$ cat config.mk
export PLATFORM = sky130hd
export DESIGN_NAME = i2c_config_seq
export DESIGN_NICKNAME = d
export VERILOG_FILES = /design/src/rtl/i2c_config_seq.sv
export SDC_FILE = /design/constraint.sdc
export NUM_CORES = 1
export LEC_CHECK = 0
export CAP_MARGIN = 5
export CORE_ASPECT_RATIO = 1.4
export CORE_MARGIN = 2
export CORE_UTILIZATION = 26
export DETAILED_ROUTE_END_ITERATION = 10
export DONT_BUFFER_PORTS = 1
export GPL_TIMING_DRIVEN = 0
export PLACE_DENSITY_LB_ADDON = 0.3
export SLEW_MARGIN = 20
export SYNTH_ARGS = -nofsm -noshare
export SYNTH_HDL_FRONTEND = slang
export SYNTH_SLANG_ARGS = --single-unit
$ cat constraint.sdc
create_clock -name i_clk -period 4 [get_ports i_clk]
set_input_delay 0.6 -clock i_clk [delete_from_list [all_inputs] [get_ports i_clk]]
set_output_delay 0.6 -clock i_clk [all_outputs]
set_load 0.03 [all_outputs]
$ cat src/rtl/i2c_config_seq.sv
// Walks a read-only table of {sub, data} register writes and hands each one to a
// downstream I2C writer as a 27-bit frame. Optional macro I2C_CFG_RETRY_EN reissues a NACKed entry.
module i2c_config_seq #(
    parameter int          N_ENTRIES  = 10,
    parameter int          GAP_CYCLES = 200,
    parameter logic [7:0]  DEV_ADDR   = 8'h34
) (
    input  logic        i_clk,
    input  logic        i_reset,
    input  logic        i_start,
    input  logic        i_wr_done,
    input  logic        i_ack,
    output logic [26:0] o_regdata,
    output logic        o_go,
    output logic        o_busy,
    output logic        o_done,
    output logic        o_err,
    output logic [3:0]  o_index
);

    localparam logic [2:0] S_IDLE  = 3'd0;
    localparam logic [2:0] S_LOAD  = 3'd1;
    localparam logic [2:0] S_FIRE  = 3'd2;
    localparam logic [2:0] S_WAIT  = 3'd3;
    localparam logic [2:0] S_CHECK = 3'd4;
    localparam logic [2:0] S_GAP   = 3'd5;
    localparam logic [2:0] S_DONE  = 3'd6;
    localparam logic [2:0] S_ERR   = 3'd7;

    localparam logic [3:0]  LAST_IDX = 4'(N_ENTRIES - 1);
    localparam logic [15:0] GAP_LAST = 16'(GAP_CYCLES - 1);

    // Default table contents: entry k writes data 0x10+k to sub-address 2k.
    function automatic logic [15:0] table_entry(input logic [3:0] k);
        logic [7:0] sub;
        logic [7:0] data;
        sub  = {3'b000, k, 1'b0};
        data = 8'h10 + {4'h0, k};
        return {sub, data};
    endfunction

    logic [2:0]  r_state;
    logic [26:0] r_regdata;
    logic        r_go;
    logic        r_busy;
    logic        r_done;
    logic        r_err;
    logic [3:0]  r_index;
    logic        r_ack;
    logic [15:0] r_gap_cnt;
`ifdef I2C_CFG_RETRY_EN
    logic [1:0]  r_retry;
`endif

    logic [15:0] w_entry;

    assign w_entry = table_entry(r_index);

    always_ff @(posedge i_clk) begin
        if (i_reset) begin
            r_state   <= S_IDLE;
            r_regdata <= '0;
            r_go      <= 1'b0;
            r_busy    <= 1'b0;
            r_done    <= 1'b0;
            r_err     <= 1'b0;
            r_index   <= '0;
            r_ack     <= 1'b0;
            r_gap_cnt <= '0;
`ifdef I2C_CFG_RETRY_EN
            r_retry   <= '0;
`endif
        end else begin
            // NOTE: GO defaults low every cycle so it can only ever be a single-cycle pulse.
            r_go <= 1'b0;
            case (r_state)
                S_IDLE, S_DONE, S_ERR: begin
                    if (i_start) begin
                        r_state <= S_LOAD;
                        r_index <= '0;
                        r_done  <= 1'b0;
                        r_err   <= 1'b0;
                        r_busy  <= 1'b1;
`ifdef I2C_CFG_RETRY_EN
                        r_retry <= '0;
`endif
                    end
                end
                S_LOAD: begin
                    r_regdata <= {DEV_ADDR, 1'b1, w_entry[15:8], 1'b1, w_entry[7:0], 1'b1};
                    r_go      <= 1'b1;
                    r_state   <= S_FIRE;
                end
                S_FIRE: begin
                    r_state <= S_WAIT;
                end
                S_WAIT: begin
                    if (i_wr_done) begin
                        r_ack   <= i_ack;
                        r_state <= S_CHECK;
                    end
                end
                S_CHECK: begin
                    r_gap_cnt <= '0;
                    if (!r_ack) begin
                        if (r_index == LAST_IDX) begin
                            r_state <= S_DONE;
                            r_done  <= 1'b1;
                            r_busy  <= 1'b0;
                        end else begin
                            r_index <= r_index + 4'd1;
                            r_state <= S_GAP;
`ifdef I2C_CFG_RETRY_EN
                            r_retry <= '0;
`endif
                        end
                    end else begin
`ifdef I2C_CFG_RETRY_EN
                        // Three reissues of the same entry are allowed; the fourth NACK aborts.
                        if (r_retry != 2'd3) begin
                            r_retry <= r_retry + 2'd1;
                            r_state <= S_GAP;
                        end else begin
                            r_state <= S_ERR;
                            r_err   <= 1'b1;
                            r_busy  <= 1'b0;
                        end
`else
                        r_state <= S_ERR;
                        r_err   <= 1'b1;
                        r_busy  <= 1'b0;
`endif
                    end
                end
                S_GAP: begin
                    if (r_gap_cnt == GAP_LAST) begin
                        r_state <= S_LOAD;
                    end else begin
                        r_gap_cnt <= r_gap_cnt + 16'd1;
                    end
                end
                default: begin
                    r_state <= S_IDLE;
                end
            endcase
        end
    end

    assign o_regdata = r_regdata;
    assign o_go      = r_go;
    assign o_busy    = r_busy;
    assign o_done    = r_done;
    assign o_err     = r_err;
    assign o_index   = r_index;

endmodule

# Yosys cells after proc, flatten, opt, wreduce, memory -nomap -nowiden
# Index checks and enable logic that the tools add are counted.
# W data, S select, Z words.
# word_totals
elab_cells	64
regBits	43
in_bits	5
output_inout_bits	35
# classes
add_sub_neg	3
n_reduce_logical	11
mux	23
n_eq_ne	18
# ops
cell	n
$pmux W16 S2	1
$pmux W3 S6	1
$add A16 B1 Y16 const B	1
$eq A16 B8 Y1 const B	1
$mux W16	1
$ne A2 B2 Y1 const B	8
$eq A3 B3 Y1 const B	4
$mux W3	4
$mux W4	3
$reduce_and A3 Y1	3
$mux W1	8
$pmux W4 S2	1
$reduce_and A4 Y1	2
$add A5 B4 Y6 const A	1
$eq A3 B2 Y1 const B	2
$pmux W1 S2	3
$add A4 B1 Y4 const B	1
$eq A4 B4 Y1 const B	1
$reduce_and A2 Y1	2
$reduce_bool A2 Y1	2
$eq A3 B1 Y1 const B	1
$logic_not A3 Y1	1
$ne A3 B3 Y1 const B	1
$reduce_or A3 Y1	1
$mux W2	1

# Depth between registers and ports, before layout
# logic_depth
ltp_word	4
mapped_depth	6
ltp_nobuf	6

# Worst setup path before layout
# OpenSTA, ideal clock, no wires.
# synth_timing
path_kind	flip-flop to flip-flop
start	register r_gap_cnt[0]
end	register r_gap_cnt[2]
required_time_ns	3.894
arrival_time_ns	1.554
setup_time_ns	0.106
slack_ns	2.340
stages_incl_launch_ff	6
cell_sequence	dfxtp_1 > ha_1 > and4b_2 > nand4_1 > o32a_1 > o311ai_0
# synth_via
elab_chain_cells	3
elab_cells_between_ends	6
classes_between	add/sub (1); eq/ne (2); mux (2); reduce/logical (1)
# synth_lines
item	line_no	source
start: declaration	50	logic [15:0] r_gap_cnt;
start signal: assignment	139	r_gap_cnt <= r_gap_cnt + 16'd1;
$add A16 B1 Y16 / $eq A16 B8 Y1 (equally long branches)	139, 136	
$mux W16 / $ne A2 B2 Y1 (equally long branches)	-	
$pmux W16 S2 / $reduce_and A2 Y1 (equally long branches)	-	
# Parallel ways exist; a longest one is shown, timed or not. The select of a mux whose other input is x is not followed.
# A chain may end at the register's enable or synchronous reset.

# Final worst setup path
# Same ends and word-level chain as after synthesis.

==> impl_results.md <==
- Outcome: finished, final reports clean
- Clock root buffer: clkbuf_8
- HPWL Detailed: 3490 um
- Leak: 0.7956 nW
- # port buffers: 0
- Area contributors post-synth: dfxtp_1, buf_4, nand2_1
- Crit path time final: 2045 ps
- DR vias: 1753
- First-pass GRT wire length: 7838 um
- Peak VDD IR: 0.0001873 V
- Synthesized area: 1952 um^2
- Initial antenna violation count: 0
- Worst Tran Pin Value: 607.1 ps
- Fin nets: 268
- Fin cells: 358
- Ys async rst share: 0
- Synth top area share: 0.3385
- Worst setup path end: r_gap_cnt[2]
- Largest net degree at the start of global routing: 11
- Area Overhead vs Synth: 13.53%
- Num CTS Buffers: 5
- Syn Inst Count: 242
- Most common library cells after synthesis: dfxtp_1, nand2_1, buf_4
- Ys Warns: 0
- Synth Register Bits: 33
- Gr ovfl total: 0
- Period utilization: 0.5113
- Final setup viols: 0
- Die Ht: 106.5 um
- Clock tree sinks: 33
- Hold Crit Class: primary input to register
- Hold_ws: 458.9 ps
- Final hold vios: 0
- Critical Path End Type: register
- Post-DRT Antenna Nets: 0
- Layout cells sized above 1: 0.1533
- Slowest-stage cell, CP: dfxtp_1
- Post-cts resize count: 0
- Residual DRC count: 0
- Max-cap violation count: 0
- EDFF count, synth: 0
- DP Cell Count: 350
- GRT busiest layer: met2
- Vias in the first global route: 1596
- Crit path cell chain: ha_1, and4b_2, nand4_1, o32a_1, o311ai_0
- Gpl congestion: 0.8014
- Average cell area after synthesis: 8.066 um^2
- 1st-pass router iterations: 4
- Clock buffer depth: 2
- Initial core utilization: 0.2668
- Clock Latency Late Sink: 290 ps
- Slew Viols, Final: 0
- Worst Setup SP: r_gap_cnt[0]
- Post CTS Setup Buffer Count: 0
- Pwr Total: 899.7 uW
- Data required time of the critical path: 4190 ps
- Total GRT Usage: 0.1173
- Cell variety after synth: 51
- Sum of negative setup slack: 0 ps
- # rows: 37
- R2r worst-path depth: 5
- Power per cell area: 406.0 nW/um^2
- Peak fanout along the critical path: 7
- Core Region: 7315 um^2
- Slew margin rel.: 0.5930
- Cell taking the most area after synthesis: dfxtp_1
- Crit path DAT: 2230 ps
- Fillers: 819
- Synth Flop Type: dfxtp_1
- DRT Wirelength: 4844 um
- Reg2reg start: r_gap_cnt[0]
- Vias per inst: 4.897
- Fmax: 0.4889 GHz
- N_diodes: 0
- Final Skew: 8.450 ps
- Hold-fix buffers, CTS: 0
- Slowest stage delay, CP: 460 ps
- Seq/Total Area, Yosys: 0.3385
- CTS HTree Levels: 2
- Flop2flop setup slack: 1950 ps
- Met1 Use GR: 0.1270
- Most numerous cell in the Yosys netlist: dfxtp_1
- CTS tree: done
- Crit start category: register
- Reg2reg end: r_gap_cnt[2]
- Drt wl/cell: 13.53 um
- RSZ-0062 raised after global routing: false
- Die span in x: 77.23 um
- Worst-path clk slew: 80 ps
- WS Path Type: register to register
- M2 GR Usage: 0.2180
- Grt met3 use: 0.02292
- I/O Pins: 40
- Die area: 8226 um^2
- Iteration-0 DRC Markers: 33
[routing by layer]
metal / up-vias / part of all wire
li1: 883 / -
met1: 823 / 0.42
met2: 42 / 0.52
met3: 5 / 0.042
met4: 0 / 0.017
met5: - / 0
[cell families after synthesis]
kind of cell | count (synthesis) | synth area share
AO/OA/AOI/OAI | 49 | 0.1699
XOR/XNOR | 1 | 0.004488
adder cells (fa/ha/maj) | 3 | 0.01923
buffers and inverters | 40 | 0.1205
flip-flops | 33 | 0.3385
multiplexers | 7 | 0.03718
other | 1 | 0.001921
AND/OR/NAND/NOR | 108 | 0.3083
[worst max-delay path, delay by kind of cell, from the launching register on]
kind,cells,cell delay (ps)
and+or+nand+nor,2,580
AOI/OAI and AO/OA,2,530
DFF,1,460
adders and majority gates,1,380
[sequential cells by signal (all words and copies together) (netlist names)]
name	cells
o_regdata	5
r_ack	1
r_state	3
r_gap_cnt	16
o_err	1
o_done	1
o_index	4
o_busy	1
o_go	1
[final cells by class]
type	count	area, um^2	area share
tap	97	121.4	0.05477
clock buffer	7	96.34	0.04348
multi-input combinational	180	1097	0.4952
buffer	36	220.2	0.09938
inverter	4	15.01	0.006776
clock inverter	1	5.005	0.002259
sequential	33	660.6	0.2981
[power by group]
group | switching, mW | internal, mW | total (mW)
clock | 0.128 | 0.156 | 0.284
combinational | 0.160 | 0.0776 | 0.237
sequential | 0.0333 | 0.345 | 0.378
total | 0.322 | 0.578 | 0.900
[worst min path at each step]
| stage | startpoint | endpoint | slack, ps | depth (start not counted) |
|---|---|---|---|---|
| after detailed placement | r_gap_cnt[12] | r_gap_cnt[12] | 520 | 2 |
| final | i_ack | r_ack | 460 | 2 |
| after global routing | i_ack | r_ack | 470 | 2 |
| after floorplan | r_gap_cnt[12] | r_gap_cnt[12] | 470 | 2 |
| after global placement | r_gap_cnt[12] | r_gap_cnt[12] | 510 | 2 |
| after CTS | i_ack | r_ack | 460 | 2 |
[cell usage in the layout, fill, tap and decap left out, types with 3 or more instances in the layout]
cell      Yosys  layout
dfxtp_1      33      33
nand2_1      24      24
buf_4        22      22
nor2_1       21      21
o21ai_0      12      12
conb_1        1      12
clkbuf_1     11      11
nand3_1       9       9
nor3_1        9       9
a21oi_1       8       8
nand3b_1      7       7
clkbuf_8      0       7
mux2i_1       5       5
nor4_1        5       5
inv_1         4       4
nand2b_1      4       4
nand4_1       4       4
a211oi_1      4       4
o311ai_0      4       4
o31ai_1       4       4
nor2b_1       3       3
nor3b_1       3       3
or3_1         3       3
o31a_1        3       3
ha_1          3       3
[through the flow]
step / cell area [um^2] / utilization / setup slack [ps]
finish: 2216 / 0.3029 / 1955
global route: 2216 / 0.3029 / 1846
CTS: 2216 / 0.3029 / 1946
detailed placement: 2115 / 0.2891 / 1890
global placement: 2115 / 0.2891 / 1909
floorplan: 1993 / - / 2340
(Power assumes the default switching activity.)
==> variant 1: new RTL, same flow settings <==
Make the reset (`i_reset`) asynchronous in one clocked block.
--- a/src/rtl/i2c_config_seq.sv
+++ b/src/rtl/i2c_config_seq.sv
@@ -57,5 +57,5 @@
     assign w_entry = table_entry(r_index);
 
-    always_ff @(posedge i_clk) begin
+    always_ff @(posedge i_clk or posedge i_reset) begin
         if (i_reset) begin
             r_state   <= S_IDLE;
Check against the original RTL: differs if i_reset is asserted again (counterexample within 4 cycles, from zero or initial values and one cycle with i_reset high); with i_reset held inactive, the same outputs for 10 cycles.
==> variant 1 against the original RTL <==
Utilization fell by 0.44 points. Routed wire length decreased by 16%. Area after synthesis is 1.6% lower. Sequential cell count unchanged. Design area fell by 2.1%. Count of clock-buffer cells in the layout did not move. Critical path type unchanged. First-iteration DRC count rose by 79%. Worst setup slack gained 0.067 ns. Power rose by 37%.
==> variant 1: results (changes against the original RTL) <==
run status finished, final reports clean (unchanged); power per unit of standard cell area 569 nW/um^2 (was 406 nW/um^2); ratio of routed vias to standard cells 4.60 (was 4.90); fraction of layout instances using a drive strength above 1 22.4% (was 15.3%); Post-Route Skew 0.00361 ns (was 0.00845 ns); grt met3 use 3.08% (was 2.29%); Yosys cell types 44 (was 51); routed length on met2 2.10 mm (was 2.51 mm); share of synthesized area spent on multiplexers 9.97% (was 3.72%); Detailed Route WL 4.05 mm (was 4.84 mm); routability-driven placement congestion ratio 0.762 (was 0.801); largest delay contributor family on the critical path flip-flops (was simple AND/OR/NAND/NOR gates); setup slack of the critical path after layout 2.02 ns (was 1.95 ns); post-synthesis adder-cell area fraction 1.95% (was 1.92%); cell depth of the worst flop-to-flop path 6 (was 5); worst setup path endpoint r_state[1] (was r_gap_cnt[2]); Post-synth top flop sky130_fd_sc_hd__dfrtp_1 (was sky130_fd_sc_hd__dfxtp_1); Sw Pwr 0.517 mW (was 0.322 mW); main area contributors after synthesis sky130_fd_sc_hd__dfrtp_1 43%, sky130_fd_sc_hd__buf_4 8.6%, sky130_fd_sc_hd__mux2_2 5.3%, sky130_fd_sc_hd__mux2i_1 4.7%, sky130_fd_sc_hd__nand2_1 3.3% (was sky130_fd_sc_hd__dfxtp_1 34%, sky130_fd_sc_hd__buf_4 8.5%, sky130_fd_sc_hd__nand2_1 4.6%, sky130_fd_sc_hd__nor2_1 4.0%, sky130_fd_sc_hd__o21ai_0 3.1%); routed wire length on met3 199 um (was 205 um); HPWL after detailed placement 2.95 mm (was 3.49 mm); VDD IR-drop max 0.182 mV (was 0.187 mV); clock share of power 20.6% (was 31.6%); synthesized-area fraction occupied by ao, oa, aoi and oai cells 14.2% (was 17.0%); metal1 wirelength 1.67 mm (was 2.05 mm); Seq pwr share 44.5% (was 42.1%); delay contributed by the slowest stage of the critical path 0.58 ns (was 0.46 ns); kind of path behind the tightest hold check primary input to asynchronous set/reset pin (was primary input to register); overall global routing resource usage 10.6% (was 11.7%); Worst Setup Slack post-DPL 1.99 ns (was 1.89 ns); data arrival time of the critical path 2.15 ns (was 2.23 ns); cell with the largest stage delay on the worst path sky130_fd_sc_hd__dfrtp_1 (was sky130_fd_sc_hd__dfxtp_1); initial drt markers 59 (was 33); leakage power figure 1.01 nW (was 0.796 nW); maximum fanout count along the critical path 6 (was 7)
==> variant 1: cell count changes in the layout (fill, tap and decap cells not counted), sizes merged, moves of 4 or more <==
cell / change
mux2i: +4
a211oi: -4
dfrtp: +33
nand3b: -6
nand2: -7
dfxtp: -33
mux2: +7
nor2: -9
nor3: -6
clkbuf: -8
o311ai: -4
a22o: +6
o31ai: -4
==> variant 1: metrics by stage <==
stage | utilization, % | std cells | hold WS [ns] | area, um^2
floorplan | - | 207 | 0.452 | 1960
global placement | 28.7 | 304 | 0.474 | 2080
detailed placement | 28.7 | 304 | 0.494 | 2080
CTS | 29.9 | 311 | 0.337 | 2170
global route | 29.9 | 311 | 0.370 | 2170
finish | 29.9 | 311 | 0.308 | 2170
==> variant 1: layout make-up <==
class                      instances  area (um^2)
multi-input combinational        140          915
buffer                            29          203
tap                               97          121
sequential                        33          826
clock buffer                       7         86.3
fill                             765         5100
inverter                           5         18.8
==> variant 2: new RTL, same settings <==
Made on the original files. The option `I2C_CFG_RETRY_EN` is turned on by a define.
--- a/src/rtl/i2c_config_seq.sv
+++ b/src/rtl/i2c_config_seq.sv
@@ -1,4 +1,6 @@
 // Walks a read-only table of {sub, data} register writes and hands each one to a
 // downstream I2C writer as a 27-bit frame. Optional macro I2C_CFG_RETRY_EN reissues a NACKed entry.
+`define I2C_CFG_RETRY_EN
+
 module i2c_config_seq #(
     parameter int          N_ENTRIES  = 10,
Check against the original RTL: not equivalent (a bounded check fails within 10 cycles, from zero or initial values and one cycle with i_reset high).
==> variant 2 against the original RTL <==
Maximum frequency is 4.7% lower. Synthesized cell count decreased by 5.8%. Worst setup slack worse by 0.10 ns. Power fell by 4.3%. Sequential power rose by 1%. Design area decreased by 0.23%. Routed wire length down 13%. Global-route usage shrank 0.65 points. Sequential cell count rose by 2. Utilization grew 0.12 points. Area after synthesis down 1.1%. Critical endpoint is now r_state[0].
==> variant 2: results (changes against the original RTL) <==
Fillers 796 (was 819); multi-input gate share of total cell area 47.3% (was 49.5%); number of clock buffers in the layout 6 (was 7); power per unit of standard cell area 389 nW/um^2 (was 406 nW/um^2); count of plain and timing-repair buffers in the layout 29 (was 36); global routing met1 resource utilization 12.3% (was 12.7%); dpl cell area 2090 um^2 (was 2110 um^2); grt met3 use 4.07% (was 2.29%); maximum fanout count along the critical path 10 (was 7); multi-input gates 170 (was 180); post-route worst hold slack 0.479 ns (was 0.459 ns); fraction of layout instances using a drive strength above 1 19.8% (was 15.3%); number of nets in the final layout 255 (was 268); footprint of the flip-flops and latches 701 um^2 (was 661 um^2); cell depth of the worst flop-to-flop path 7 (was 5); synthesized instance count 228 (was 242); setup slack of the critical path after layout 1.85 ns (was 1.95 ns); metal1 wirelength 1.70 mm (was 2.05 mm); FFs & Latches 35 (was 33); Post-Route Skew 0.00979 ns (was 0.00845 ns); data arrival time of the critical path 2.32 ns (was 2.23 ns); routed length on met2 2.18 mm (was 2.51 mm); ratio of routed vias to standard cells 4.68 (was 4.90); number of H-tree levels 2 (unchanged); met2 Use GR 19.0% (was 21.8%); switch share 28.2% (was 35.7%); count leader, synth sky130_fd_sc_hd__dfxtp_1 (unchanged); worst setup path endpoint r_state[0] (was r_gap_cnt[2]); routed wire length on met3 283 um (was 205 um); largest delay contributor family on the critical path flip-flops (was simple AND/OR/NAND/NOR gates); share of the yosys chip area belonging to registers 36.3% (was 33.8%); run status finished, final reports clean (unchanged); overall global routing resource usage 11.1% (was 11.7%); clk cell area share 5.32% (was 4.57%); post-layout utilization of the core 30.4% (was 30.3%); Detailed Route WL 4.24 mm (was 4.84 mm); VDD IR-drop max 0.212 mV (was 0.187 mV); pin count of the biggest net entering global routing 12 (was 11); most instantiated cells after synthesis 35 x sky130_fd_sc_hd__dfxtp_1, 33 x sky130_fd_sc_hd__nor2_1, 22 x sky130_fd_sc_hd__buf_4 (was 33 x sky130_fd_sc_hd__dfxtp_1, 24 x sky130_fd_sc_hd__nand2_1, 22 x sky130_fd_sc_hd__buf_4); cell total after placement 336 (was 350); routability-driven placement congestion ratio 0.842 (was 0.801); HPWL after detailed placement 3.15 mm (was 3.49 mm); uppermost layer routed met4 (unchanged); Yosys cell types 52 (was 51); vias in the first global route 1514 (was 1596); initial drt markers 68 (was 33); fraction of cell area in non-clock buffers 9.39% (was 9.94%); leakage power figure 0.875 nW (was 0.796 nW); Via Count 1609 (was 1753); count of non-CTS inverters in the layout 5 (was 4); wire length of the first global-routing pass 7.29 mm (was 7.84 mm); main area contributors after synthesis sky130_fd_sc_hd__dfxtp_1 36%, sky130_fd_sc_hd__buf_4 8.6%, sky130_fd_sc_hd__nor2_1 6.4%, sky130_fd_sc_hd__mux2i_1 3.6%, sky130_fd_sc_hd__nand4_1 3.6% (was sky130_fd_sc_hd__dfxtp_1 34%, sky130_fd_sc_hd__buf_4 8.5%, sky130_fd_sc_hd__nand2_1 4.6%, sky130_fd_sc_hd__nor2_1 4.0%, sky130_fd_sc_hd__o21ai_0 3.1%)
## variant 2: cell types whose count changed after synthesis, moves of 5 or more
cell,change
sky130_fd_sc_hd__clkbuf_1,-7
sky130_fd_sc_hd__nor2_1,+12
sky130_fd_sc_hd__nand3b_1,-5
sky130_fd_sc_hd__nand4_1,+7
sky130_fd_sc_hd__a21oi_1,+5
sky130_fd_sc_hd__nand2_1,-12
## variant 2: power groups by stage
stage	clock, mW	combinational, mW	sequential [mW]
after floorplan	0	0.131	0.387
after global placement	0	0.147	0.390
after detailed placement	0	0.146	0.390
after CTS	0.344	0.148	0.382
after global routing	0.360	0.158	0.384
final	0.333	0.146	0.382
## variant 2: worst reg2reg max path: stages, from the launching register on
cell	delay (ns)
sky130_fd_sc_hd__dfxtp_1	0.46
sky130_fd_sc_hd__ha_1	0.33
sky130_fd_sc_hd__nor3b_1	0.22
sky130_fd_sc_hd__nand4_1	0.15
sky130_fd_sc_hd__buf_2	0.23
sky130_fd_sc_hd__a222oi_1	0.38
sky130_fd_sc_hd__mux2i_1	0.23
sky130_fd_sc_hd__nor2_1	0.05
## variant 2: cells by family (layout without fill, tap and decap cells)
| family | count (synthesis) | count (layout) | share of synthesized area [%] |
|---|---|---|---|
| other | 1 | 12 | 0.194 |
| xor gates and xnor gates | 6 | 6 | 2.72 |
| buffers and inverters | 34 | 42 | 11.7 |
| muxes | 7 | 7 | 3.63 |
| adders and majority gates | 4 | 4 | 2.59 |
| and+or+nand+nor | 102 | 102 | 30.3 |
| DFF | 35 | 35 | 36.3 |
| AOI/OAI and AO/OA | 39 | 39 | 12.5 |
